File: src/rtl/mul_share_arbiter_pkg.sv
// Shared definitions for the multiplier-sharing arbiter.
//   MUL_OP_WIDTH  width of every MULop port
//   MUL_OP_*      operation encodings understood by the shared multiplier
//   ST_*_BIT      bit positions of the one-hot controller states
package mul_share_arbiter_pkg;

  localparam int MUL_OP_WIDTH = 2;

  localparam logic [MUL_OP_WIDTH-1:0] MUL_OP_MUL   = 2'd0;  // low word, any sign
  localparam logic [MUL_OP_WIDTH-1:0] MUL_OP_MULH  = 2'd1;  // high word, signed x signed
  localparam logic [MUL_OP_WIDTH-1:0] MUL_OP_MULSU = 2'd2;  // high word, signed x unsigned
  localparam logic [MUL_OP_WIDTH-1:0] MUL_OP_MULU  = 2'd3;  // high word, unsigned x unsigned

  localparam int ST_IDLE_BIT = 0;
  localparam int ST_BUSY_BIT = 1;

  typedef enum logic [1:0] {
    IDLE = 2'(1 << ST_IDLE_BIT),
    BUSY = 2'(1 << ST_BUSY_BIT)
  } state_e;

endpackage

File: src/rtl/mul_share_arbiter_rr_arbiter2.sv
// Two-way round-robin pick, purely combinational.
//   req[1:0]  requesters currently eligible
//   last      index of the requester served most recently
//   grant     index of the winner (meaningful only when req != 0)
module rr_arbiter2 (
  input  logic [1:0] req,
  input  logic       last,
  output logic       grant
);

  // On contention the requester that was not served last wins; a lone
  // requester wins regardless of history.
  assign grant = (req == 2'b11) ? ~last : req[1];

endmodule

File: src/rtl/mul_share_arbiter.sv
// Shares one iterative multiplier between two requesters.
//   clk, reset                 clock, synchronous active-high reset
//   req0_*, req1_*             level requests: valid, operands, op code
//   req0_ready, req1_ready     one-cycle completion pulses
//   product                    result register, held until the next completion
//   mul_valid, mul_factor1/2,
//   mul_mulop                  request and latched operands to the multiplier
//   mul_product, mul_ready     multiplier result and completion pulse
// The multiplier itself lives one level up; its resetn is driven from
// ~reset there so both blocks abandon an operation together.
module mul_share_arbiter #(
  parameter int MUL_OP_WIDTH = mul_share_arbiter_pkg::MUL_OP_WIDTH
) (
  input  logic                    clk,
  input  logic                    reset,
  input  logic                    req0_valid,
  input  logic [31:0]             req0_factor1,
  input  logic [31:0]             req0_factor2,
  input  logic [MUL_OP_WIDTH-1:0] req0_mulop,
  input  logic                    req1_valid,
  input  logic [31:0]             req1_factor1,
  input  logic [31:0]             req1_factor2,
  input  logic [MUL_OP_WIDTH-1:0] req1_mulop,
  output logic                    req0_ready,
  output logic                    req1_ready,
  output logic [31:0]             product,
  output logic                    mul_valid,
  output logic [31:0]             mul_factor1,
  output logic [31:0]             mul_factor2,
  output logic [MUL_OP_WIDTH-1:0] mul_mulop,
  input  logic [31:0]             mul_product,
  input  logic                    mul_ready
);

  import mul_share_arbiter_pkg::*;

  state_e     state;
  logic       last_grant;
  logic       grant;
  logic       grant_q;
  logic [1:0] eligible;

  // A requester whose ready pulse is showing still holds valid for that
  // cycle; masking it stops the same transaction being issued twice.
  assign eligible = {req1_valid & ~req1_ready, req0_valid & ~req0_ready};

  rr_arbiter2 u_rr (
    .req   (eligible),
    .last  (last_grant),
    .grant (grant)
  );

  // NOTE: all state here is updated with non-blocking assignments so every
  // register samples the pre-edge values of the others.
  always_ff @(posedge clk) begin
    if (reset) begin
      state       <= IDLE;
      grant_q     <= 1'b0;
      last_grant  <= 1'b1;
      mul_valid   <= 1'b0;
      req0_ready  <= 1'b0;
      req1_ready  <= 1'b0;
      product     <= '0;
      mul_factor1 <= '0;
      mul_factor2 <= '0;
      mul_mulop   <= '0;
    end else begin
      // Ready outputs are pulses: cleared every edge unless set below.
      req0_ready <= 1'b0;
      req1_ready <= 1'b0;

      if (state[ST_IDLE_BIT]) begin
        // mul_ready seen here is spurious and deliberately ignored.
        if (|eligible) begin
          grant_q     <= grant;
          mul_factor1 <= grant ? req1_factor1 : req0_factor1;
          mul_factor2 <= grant ? req1_factor2 : req0_factor2;
          mul_mulop   <= grant ? req1_mulop   : req0_mulop;
          mul_valid   <= 1'b1;
          state       <= BUSY;
        end
      end else if (state[ST_BUSY_BIT]) begin
        // Operands stay frozen until mul_ready: the multiplier re-reads
        // factor1 in its last cycle for the sign fix-up.
        if (mul_ready) begin
          product    <= mul_product;
          mul_valid  <= 1'b0;
          last_grant <= grant_q;
          if (grant_q) req1_ready <= 1'b1;
          else         req0_ready <= 1'b1;
          state      <= IDLE;
        end
      end else begin
        // Not a legal one-hot code: drop any request and recover.
        mul_valid <= 1'b0;
        state     <= IDLE;
      end
    end
  end

endmodule

File: config.mk
export PLATFORM = sky130hd
export DESIGN_NAME = mul_share_arbiter
export DESIGN_NICKNAME = d
export VERILOG_FILES = /design/src/rtl/mul_share_arbiter_pkg.sv /design/src/rtl/mul_share_arbiter_rr_arbiter2.sv /design/src/rtl/mul_share_arbiter.sv
export SDC_FILE = /design/constraint.sdc
export NUM_CORES = 1
export LEC_CHECK = 0
export BUFFER_PORTS_ARGS = -buffer_cell sky130_fd_sc_hd__buf_2
export CAP_MARGIN = 20
export CORE_ASPECT_RATIO = 0.5
export CORE_UTILIZATION = 47
export DETAILED_ROUTE_END_ITERATION = 10
export HOLD_SLACK_MARGIN = 0.03
export PLACE_DENSITY = 0.85
export SYNTH_ARGS = -nofsm -noshare
export SYNTH_HDL_FRONTEND = slang
export SYNTH_HIERARCHICAL = 1
export SYNTH_SLANG_ARGS = --single-unit
File: constraint.sdc
create_clock -name clk -period 2.95 [get_ports clk]
set_input_delay 0.295 -clock clk [delete_from_list [all_inputs] [get_ports clk]]
set_output_delay 0.295 -clock clk [all_outputs]
set_load 0.1 [all_outputs]
# Yosys cells after proc, flatten, opt, wreduce, memory -nomap -nowiden
# Cells that the tools add are included.
dict set report classes {
  mux 14
  n_addsub 0
  n_lt_le_gt_ge 0
  n_shift 0
  n_div 0
  n_eq_ne 3
  n_bitwise 8
  n_reduce_logical 5
  multipliers 0
}
# cell n
set op_table {}
lappend op_table {{$mux 32} 2}
lappend op_table {{$mux 2} 5}
lappend op_table {{$mux 1} 7}
lappend op_table {{$not 1->1} 6}
lappend op_table {{$reduce_and 2->1} 2}
lappend op_table {{$reduce_or 4->1} 1}
lappend op_table {{$ne 3x3->1 const B} 1}
lappend op_table {{$reduce_and 3->1} 1}
lappend op_table {{$and 1x1->1} 2}
lappend op_table {{$eq 2x2->1 const B} 1}
lappend op_table {{$ne 2x1->1 const B} 1}
lappend op_table {{$reduce_or 2->1} 1}
dict set report totals {
  ff_bits 105
  mem_bits_ro 0
  input_bits 169
  ram_bits 0
  memories 0
  latchBits 0
}

# Longest topological paths before layout
# Gate-level depths: netlist of the first run.
dict set report logic_depth {
  depth_word 5
  ltp_mapped 10
  mapped_depth_nobuf 5
}

# By module
# Netlist of the first run, hierarchy kept.
# module cells_per_inst seq_area_each_um2 instances area_per_inst_um2
set by_module_without_submodules {}
lappend by_module_without_submodules {mul_share_arbiter 411 2102.0 1 4640.7}
lappend by_module_without_submodules {rr_arbiter2 1 0.0 1 11.3}

# Worst setup path after synthesis of the first run
# Ideal clock, no wire load.
dict set report synth_path {
  path_type {register to register}
  start {reg req0_ready}
  end {reg mul_factor1[12]}
  path_stages_with_launch 11
  n_path_buf 5
  t_required_ns 2.833
  path_slack_ns 0.365
  synth_period_minus_slack_ns 2.585
  arrival_time_ns 2.468
  path_cell_list {dfxtp_1 -> nor2b_1 -> buf_6 -> clkbuf_1 -> a21boi_2 -> buf_2 -> buf_4 -> buf_4 -> mux2i_1 -> o211ai_1 -> o211a_1}
}
dict set report synth_via {
  elab_chain_cells 5
  word_cells_on_any_way 7
  cone_classes {eq/ne (1); mux (2); bitwise (2); reduce/logical (2)}
}
# item line_no
set synth_lines {}
lappend synth_lines {{from (decl)} mul_share_arbiter.sv:24} ;# output logic req0_ready,
lappend synth_lines {{from (signal assigned)} mul_share_arbiter.sv:61} ;# req0_ready <= 1'b0;
lappend synth_lines {{from (signal assigned)} mul_share_arbiter.sv:69} ;# req0_ready <= 1'b0;
lappend synth_lines {{from (signal assigned)} mul_share_arbiter.sv:90} ;# else req0_ready <= 1'b1;
lappend synth_lines {{$not 1->1} mul_share_arbiter.sv:45} ;# assign eligible = {req1_valid & ~req1_ready, req0_valid & ~req0_ready};
lappend synth_lines {{$and 1x1->1} mul_share_arbiter.sv:45}
lappend synth_lines {{via eligible[0]} mul_share_arbiter.sv:41} ;# logic [1:0] eligible;
lappend synth_lines {{$eq 2x2->1} mul_share_arbiter_rr_arbiter2.sv:13} ;# assign grant = (req == 2'b11) ? ~last : req[1];
lappend synth_lines {{$mux 1} mul_share_arbiter_rr_arbiter2.sv:13}
lappend synth_lines {{via grant} mul_share_arbiter.sv:39} ;# logic grant;
lappend synth_lines {{$mux 32} mul_share_arbiter.sv:76} ;# mul_factor1 <= grant ? req1_factor1 : req0_factor1;
lappend synth_lines {{to (signal assigned)} mul_share_arbiter.sv:76}
lappend synth_lines {{to (decl)} mul_share_arbiter.sv:28} ;# output logic [31:0] mul_factor1,
# The timed path passes the listed nets, and every way through them passes these cells.
# A chain may end at the register's enable or synchronous reset.

# Worst setup path after layout of the first run
dict set report layout_path {
  start {reg state[0]}
  end {reg state[0]}
}
dict set report layout_via {
  elab_chain_cells 1
}
# item line_no
set layout_lines {}
lappend layout_lines {{from (decl)} mul_share_arbiter.sv:37} ;# state_e state;
lappend layout_lines {{from (signal assigned)} mul_share_arbiter.sv:57} ;# state <= IDLE;
lappend layout_lines {{from (signal assigned)} mul_share_arbiter.sv:80} ;# state <= BUSY;
lappend layout_lines {{from (signal assigned)} mul_share_arbiter.sv:91} ;# state <= IDLE;
lappend layout_lines {{$mux 2} mul_share_arbiter.sv:72} ;# if (state[ST_IDLE_BIT]) begin
# Every way passes these cells.

==> impl_metrics.ini, run 1 <==
[outcome]
run_status = finished clean

[clock_network]
postCtsHoldBufs = 0
h-tree-depth = 3
cts_resized = 0
insertion_delay_ns = 0.33
clock-sinks = 105
post_cts_buffers = 0
clkTransAtPathRegs_ns = 0.08
cts_root_buffer = clkbuf_16
clockBufferDepth = 2
cts_tree = done
numCtsBuffers = 9

[die]
row_count = 25
core_area_um2 = 9540
initial_utilization = 0.488
io_pins = 270
die_x_um = 143
die_area_um2 = 10300
die_height_um = 72.4

[yosys]
synth_warnings = 6
synth_top_area_frac = 0.452
synth_cells = 412
synth_area_per_cell_um2 = 11.3
syn_nets = 581
ys_top_cells_by_area = dfxtp_1, mux2i_1, o211a_1, o211ai_1, a22o_1
synth_area_um2 = 4650
yosysTopAreaCell = dfxtp_1
netlist-cell-type-count = 26
seq_area_frac_synth = 0.452
ys_ff_latch = 105

[place]
dpl_cell_area_um2 = 5980
place_congestion = 0.811
dp_hpwl_um = 8600
portBuffers = 269
placedCellCount = 772
place_ws_ns = 0.957

[min_path]
hp-class = primary input to flop

[drt]
first_pass_iters = 4
viasPerCell = 5.46
post_drt_wl_per_cell_um = 15.4
wl_um = 12100
remaining_drc_errors = 0
antenna_left = 0
drtIter0Drc = 164
num_vias = 4301

[job]
cap_violations = 0

[timing]
fin_crit_ns = 1.95
rsz0062_at_grt = false
skew_ns = 0.00920
finalHoldViolCount = 0
tightest_slew_ns = 0.696
fmax_ghz = 0.513
fin_ws_ns = 1.00
period_share = 0.661
relSlewSlack = 0.536
slew_violations = 0
final.setup.tns_ns = 0
setup_viol = 0

[finish]
stdcell_area_um2 = 6260
area_delta_synth_final_pct = 34.6
diodes = 0
drive_gt1_frac = 0.462
layout_commonest_cell = buf_2
fin_cells = 788
nNetsFinal = 817
mostFrequentLayoutCells = buf_2, dfxtp_1, mux2i_1, o211ai_1, o211a_1

[global_routing]
grt_pass1_wl_um = 18600
grt_max_degree = 69
antenna_found_initial = 0
grt_overflow_total = 0
grt.total_usage = 0.226
grt_pass1_vias = 3913

[setup_path]
crit_fanout = 43
critical_path_class = flop to flop
crit_chain = o21a_2 > buf_12 > o21ai_1
setup.worst_path.end = state[0]$_SDFF_PP1_
cp.required_ns = 3.14
timing.reg2reg.setup_slack_ns = 1.00
cp-startpoint = state[0]$_SDFF_PP1_
worstReg2RegEnd = state[0]$_SDFF_PP1_
crit_path_max_incr_delay_ns = 0.78
cp_slowest_cell = dfxtp_2
rr_startpoint = state[0]$_SDFF_PP1_
crit_path_start_kind = flop
ff2ff_path_depth = 3
cp.arrival_ns = 2.14
cp-end-kind = flop

[power_and_ir_drop]
p_total_w = 0.00410
ir_drop_v = 0.000411
leakage_nw = 3.45
p_per_area_nw_per_um2 = 655
[worst min-delay path by stage]
stage | cells after the start | slack, ns | to | startpoint
floorplan | 1 | 0.36 | state[1]$_SDFFE_PP0P_ | reset
global placement | 1 | 0.42 | req0_ready$_SDFF_PP0_ | grant_q$_SDFFE_PP0P_
detailed placement | 1 | 0.42 | req0_ready$_SDFF_PP0_ | grant_q$_SDFFE_PP0P_
CTS | 2 | 0.16 | product[10]$_SDFFE_PP0P_ | mul_product[10]
global route | 2 | 0.15 | product[23]$_SDFFE_PP0P_ | mul_product[23]
finish | 2 | 0.17 | product[10]$_SDFFE_PP0P_ | mul_product[10]
[critical path: cells and delay by family (launching register included)]
| family | cells | cell delay [ns] |
|---|---|---|
| flops | 1 | 0.78 |
| compound gates | 2 | 0.71 |
| buf+inv | 1 | 0.29 |
[report_power, final]
part / total, W / internal (W) / leakage, nW / switching [W]
Combinational: 0.00138 / 0.000323 / 2.45 / 0.00105
Sequential: 0.00160 / 0.00153 / 0.865 / 0.0000667
Clock: 0.00113 / 0.000593 / 0.140 / 0.000533
[metal layers]
metal,track usage,up-vias,share of wire
met2,0.405,150,0.50
met5,0,-,0
met1,0.267,2030,0.43
met4,0.0908,0,0.027
li1,-,2091,-
met3,0.0488,30,0.045
[kinds of logic (layout without fill, tap and decap cells)]
logic type	Yosys count	after routing	share of synthesized area
AO/OA/AOI/OAI	175	175	0.325
buffers and inverters	58	299	0.0678
flip-flops	105	105	0.452
multiplexers	66	66	0.142
AND/OR/NAND/NOR	8	8	0.0129
[flip-flops by register name (all words and copies together) (netlist names)]
| signal | count |
|---|---|
| mul_factor1 | 32 |
| mul_factor2 | 32 |
| product | 32 |
| mul_mulop | 2 |
| state | 2 |
| grant_q | 1 |
| last_grant | 1 |
| mul_valid | 1 |
| req0_ready | 1 |
| req1_ready | 1 |
[synthesized netlist by cell type]
cell type and instances:
dfxtp_1 105, mux2i_1 66, o211a_1 66, o211ai_1 66
a22o_1 32, clkbuf_1 20, buf_2 18, buf_6 8
buf_4 4, inv_1 4, a21oi_1 3, buf_1 3
nor2b_1 2, nor3_1 2, o21ai_1 2, a211oi_1 1
a21boi_2 1, and2_1 1, inv_2 1, nand3b_4 1
nor2_1 1, nor3b_1 1, o2111ai_1 1, o21a_1 1
o21ai_0 1, o31ai_2 1
[through the flow]
stage / hold slack [ns] / utilization
CTS: 0.156 / 0.656
finish: 0.168 / 0.656
global placement: 0.421 / 0.627
global route: 0.153 / 0.656
floorplan: 0.364 / -
detailed placement: 0.424 / 0.627
[area by class of cell]
cell class / instances / area, um2
inverter: 5 / 18.8
sequential: 105 / 2100
multi-input combinational: 249 / 2260
clock inverter: 6 / 55.1
tap: 135 / 169
timing repair buffer: 278 / 1430
clock buffer: 10 / 229
fill: 749 / 3280
Power figures use the tool's default switching activity.
==> run 2, diff against run 1 <==
- CORE_UTILIZATION: 47 -> 40
- PLACE_DENSITY: 0.85 -> 0.77
- clock period: 2.95 -> 1.78 ns (I/O delays scaled with it)
==> run 2 against run 1 <==
Sequential share of layout area decreased by 0.78 points. Flip-flop and latch count unchanged. Sequential power rose by 64%. Largest cell class unchanged. Power up 71%. Highest routed layer unchanged. Register-to-register slack worse by 0.89 ns. Wire length is 2.5% higher. Via count grew 0.51%. Non-clock buffer count grew 9.
==> impl_metrics.ini, run 2 (synthesis gave the netlist of run 1 again) <==
[finish]
seq_area_um2 = 2110
multi_input_area_um2 = 2260
fillers = 1004
area_delta_synth_final_pct = 38.3
fin_util = 0.577
nNetsFinal = 826
mostFrequentLayoutCells = buf_2, dfxtp_1, mux2i_1, o211ai_1, o211a_1
layout_commonest_cell = buf_2
largestRegisters = mul_factor1 x32, mul_factor2 x32, product x32
diodes = 0
drive_gt1_frac = 0.468

[global_routing]
grt_max_degree = 70
antenna_found_initial = 0
grtUsageMet3 = 0.0519
grt.total_usage = 0.203
grt_overflow_total = 0
grt_use_met2 = 0.369
grt.met1_usage = 0.235
grt_pass1_wl_um = 19900
grt_pass1_vias = 4211
top_usage_layer = met2

[clock_network]
cts_tree = done
cts_resized = 0
numCtsBuffers = 9
h-tree-depth = 3
clock-sinks = 105
cts_root_buffer = clkbuf_16
clockBufferDepth = 2
insertion_delay_ns = 0.34
clkTransAtPathRegs_ns = 0.07
post_cts_buffers = 0

[timing]
relSlewSlack = 0.657
rsz0062_at_grt = false
finalHoldViolCount = 0
setup_viol = 0
skew_ns = 0.00978
period_share = 0.940
tightest_slew_ns = 0.518
slew_violations = 0
final.setup.tns_ns = 0
fmax_ghz = 0.597
fin_crit_ns = 1.67

[drt]
post_drt_wl_per_cell_um = 15.4
viasPerCell = 5.36
remaining_drc_errors = 0
drtIter0Drc = 266
first_pass_iters = 4
num_vias = 4323
antenna_left = 0
wl_um = 12400

[job]
cap_violations = 0

[die]
row_count = 27
initial_utilization = 0.417
io_pins = 270
die_area_um2 = 12100
die_height_um = 78.3
die_x_um = 155
core_area_um2 = 11100

[setup_path]
cp.required_ns = 2.01
cp-startpoint = req1_ready$_SDFF_PP0_
critical_path_class = flop to flop
crit_fanout = 35
crit_path_start_kind = flop
rr_startpoint = req1_ready$_SDFF_PP0_
cp-end-kind = flop
timing.reg2reg.setup_slack_ns = 0.11
cp.arrival_ns = 1.90

[power_and_ir_drop]
p_total_w = 0.00702
p_per_area_nw_per_um2 = 1090
leakage_nw = 3.52
ir_drop_v = 0.000556

[place]
dp_hpwl_um = 8910
place_congestion = 0.769
portBuffers = 269

[min_path]
hp-class = primary input to flop
min_from = mul_product[20]

[outcome]
run_status = finished clean
run 2: through the flow:
stage                     area [um2]  cells  setup slack [ns]  hold slack (ns)
after floorplan                 4710    412            -0.167            0.245
after global placement          6070    787             0.162            0.386
after detailed placement        6070    787             0.123            0.389
after CTS                       6430    807             0.111           0.0311
after global routing            6430    807            0.0122           0.0305
final                           6430    807             0.106           0.0452
run 2: worst paths after layout:
path / endpoint / cells after the start
min: product[20]$_SDFFE_PP0P_ / 2
max reg2reg: mul_factor2[5]$_SDFFE_PP0P_ / 6
max: mul_factor2[5]$_SDFFE_PP0P_ / 6
min reg2reg: req0_ready$_SDFF_PP0_ / 1
run 2: layout make-up:
type	count	area share
flip-flops and latches	105	0.328
repair buffers	287	0.240
clock buffers	10	0.0371
clock inverters	6	0.0126
well taps	145	0.0282
inverters	5	0.00292
multi-input cells	249	0.351
run 2: timing repair:
| action | CTS | global route |
|---|---|---|
| endpoints found under the setup margin | 0 | 0 |
| hold buffers | 4 | 0 |
| endpoints found under the hold margin | 4 | 0 |
run 2: per-layer routing:
layer / wire (um) / share of wire / vias up
li1: - / - / 2107
met1: 5320 / 0.43 / 2076
met2: 6310 / 0.51 / 123
met3: 622 / 0.050 / 17
met4: 190 / 0.015 / 0
met5: 0 / 0 / -
run 2: critical path: stages (launching register included):
cell	delay [ns]
dfxtp_4	0.35
nor2b_4	0.10
a21boi_4	0.24
buf_12	0.27
mux2i_1	0.30
o211ai_1	0.13
o211a_1	0.15
run 2: report_power, final:
group | leakage, nW | internal, W | switching [W] | total [W]
sequential | 0.867 | 0.00253 | 0.0000956 | 0.00263
combinational | 2.50 | 0.000564 | 0.00177 | 0.00233
clock | 0.157 | 0.00116 | 0.000896 | 0.00206
==> run 3, diff against run 2 <==
- CORE_UTILIZATION: 40 -> 39
- SYNTH_HIERARCHICAL: 1 -> not set
==> run 3 against run 2 <==
The flow now finishes with violations (DRC). Synthesized cell count up 14%. Clock power decreased by 5%. Power decreased by 1.4%. Clock skew shrank 0.0027 ns. Maximum frequency increased by 11%. Highest routed layer unchanged.
==> impl_metrics.ini, run 3 <==
[setup_path]
critical_path_class = flop to flop
ff2ff_path_depth = 5
cp-end-kind = flop
cp.required_ns = 2.03
crit_fanout = 20
rr_startpoint = req1_ready$_SDFF_PP0_
timing.reg2reg.setup_slack_ns = 0.27
cp.arrival_ns = 1.76
worstReg2RegEnd = mul_factor1[2]$_SDFFE_PP0P_
crit_path_start_kind = flop

[power_and_ir_drop]
combPwrFrac = 0.338
ir_drop_v = 0.000514
p_per_area_nw_per_um2 = 1120
leakage_nw = 3.03
netSwitchingFraction = 0.414
switchingPower_w = 0.00287
clock_power_share = 0.283
internal_power_w = 0.00405
power_frac_seq = 0.379

[yosys]
seq_area_frac_synth = 0.479
yosysTopAreaCell = dfxtp_1
synth_warnings = 0
syn_nets = 640
netlist_top_cells_count = nand2_1, dfxtp_1, nor2_1
ys_top_cells_by_area = dfxtp_1, a311oi_2, nand2_1, a22o_1, nor2_1
synth_area_um2 = 4380
ys_ff_latch = 105
netlist-cell-type-count = 23
synth_cells = 471
yosysMostFrequentCell = nand2_1
synth_edf_count = 0
synth_area_per_cell_um2 = 9.31
synth_top_area_frac = 0.479
synth_ff_type = dfxtp_1
synthArstFlopShare = 0

[finish]
largestRegisters = mul_factor1 x32, mul_factor2 x32, product x32
mostFrequentLayoutCells = buf_2, nand2_1, dfxtp_1
layout_commonest_cell = buf_2
nNetsFinal = 897
fillers = 981
diodes = 0
drive_gt1_frac = 0.473
area_delta_synth_final_pct = 41.3

[global_routing]
grt_pass1_vias = 4246
antenna_found_initial = 0
grt_pass1_wl_um = 20000
grt.total_usage = 0.211
grt_max_degree = 55
grt_overflow_total = 0

[timing]
relSlewSlack = 0.662
rsz0062_at_grt = false
finalHoldViolCount = 0
tightest_slew_ns = 0.510
hold_slack_ns = 0.0434
final.setup.tns_ns = 0
fmax_ghz = 0.664
period_share = 0.846
setup_viol = 0
fin_crit_ns = 1.51
slew_violations = 0
skew_ns = 0.00709

[min_path]
hp-class = primary input to flop
hold_end = product[17]$_SDFFE_PP0P_
hold_depth = 2
min_from = mul_product[17]

[clock_network]
numCtsBuffers = 9
insertion_delay_ns = 0.34
h-tree-depth = 3
cts_root_buffer = clkbuf_16
clkTransAtPathRegs_ns = 0.08
clockBufferDepth = 2
cts_tree = done
clock-sinks = 105
cts_resized = 0

[job]
cap_violations = 0

[die]
core_area_um2 = 10600
io_pins = 270
die_area_um2 = 11700
initial_utilization = 0.415
row_count = 26
die_height_um = 77.0
die_x_um = 152

[place]
dp_hpwl_um = 8980
portBuffers = 269
place_congestion = 0.781

[drt]
num_vias = 4381
drtIter0Drc = 295
post_drt_wl_per_cell_um = 14.2
viasPerCell = 5.02
antenna_left = 0
wl_um = 12400
first_pass_iters = 8
remaining_drc_errors = 21

[outcome]
violations = DRC
run_status = finished with violations
-- run 3: what timing repair did --
item	in CTS	in global routing
setup buffers	0	0
hold buffers	8	0
endpoints found under the hold margin	8	0
-- run 3: per-layer routing --
layer,part of all wire,track usage
met1,0.41,0.234
met5,0,0
met3,0.044,0.0418
met4,0.023,0.0827
met2,0.52,0.400
-- run 3: area by class of cell --
type	count	area (um2)	share of cell area
clock buffer	9	225	0.0364
clock inverter	7	67.6	0.0109
inverter	2	7.51	0.00121
multi-input combinational	319	2010	0.324
sequential	105	2100	0.340
tap	140	175	0.0283
timing repair buffer	291	1610	0.260
-- run 3: worst max-delay path by stage --
stage / startpoint / end / slack [ns]
finish: req1_ready$_SDFF_PP0_ / mul_factor1[2]$_SDFFE_PP0P_ / 0.27
detailed placement: req1_ready$_SDFF_PP0_ / mul_factor1[0]$_SDFFE_PP0P_ / 0.27
global route: req1_ready$_SDFF_PP0_ / mul_factor1[0]$_SDFFE_PP0P_ / 0.17
floorplan: req0_ready$_SDFF_PP0_ / mul_factor1[10]$_SDFFE_PP0P_ / 0.11
CTS: req1_ready$_SDFF_PP0_ / mul_factor1[0]$_SDFFE_PP0P_ / 0.26
global placement: req1_ready$_SDFF_PP0_ / mul_factor1[1]$_SDFFE_PP0P_ / 0.38
-- run 3: worst max-delay path: stages (launching register included) --
cell,delay (ns)
dfxtp_2,0.34
nor2b_4,0.14
o21a_4,0.34
buf_4,0.27
nor2_1,0.07
a311oi_2,0.26
-- run 3: metrics by stage --
stage               cell area [um2]  setup WS (ns)  power, W  utilization  std cells
floorplan                      4390          0.113   0.00454            -        471
global placement               5820          0.382   0.00498        0.551        849
detailed placement             5820          0.270   0.00501        0.551        849
CTS                            6190          0.262   0.00699        0.586        873
global route                   6190          0.172   0.00721        0.586        873
finish                         6190          0.274   0.00692        0.586        873
-- run 3: logic make-up after synthesis --
family                 Yosys count  synth area share
AND/OR/NAND/NOR                215             0.193
AO/OA/AOI/OAI                  104             0.261
buffers and inverters           47            0.0668
flip-flops                     105             0.479
-- run 3: power groups by stage --
stage / clock network (W) / registers, W / logic, W
6_report: 0.00196 / 0.00263 / 0.00234
5_1_grt: 0.00211 / 0.00265 / 0.00245
4_1_cts: 0.00201 / 0.00263 / 0.00235
3_5_place_dp: 0 / 0.00268 / 0.00233
3_3_place_gp: 0 / 0.00267 / 0.00231
2_1_floorplan: 0 / 0.00395 / 0.000590
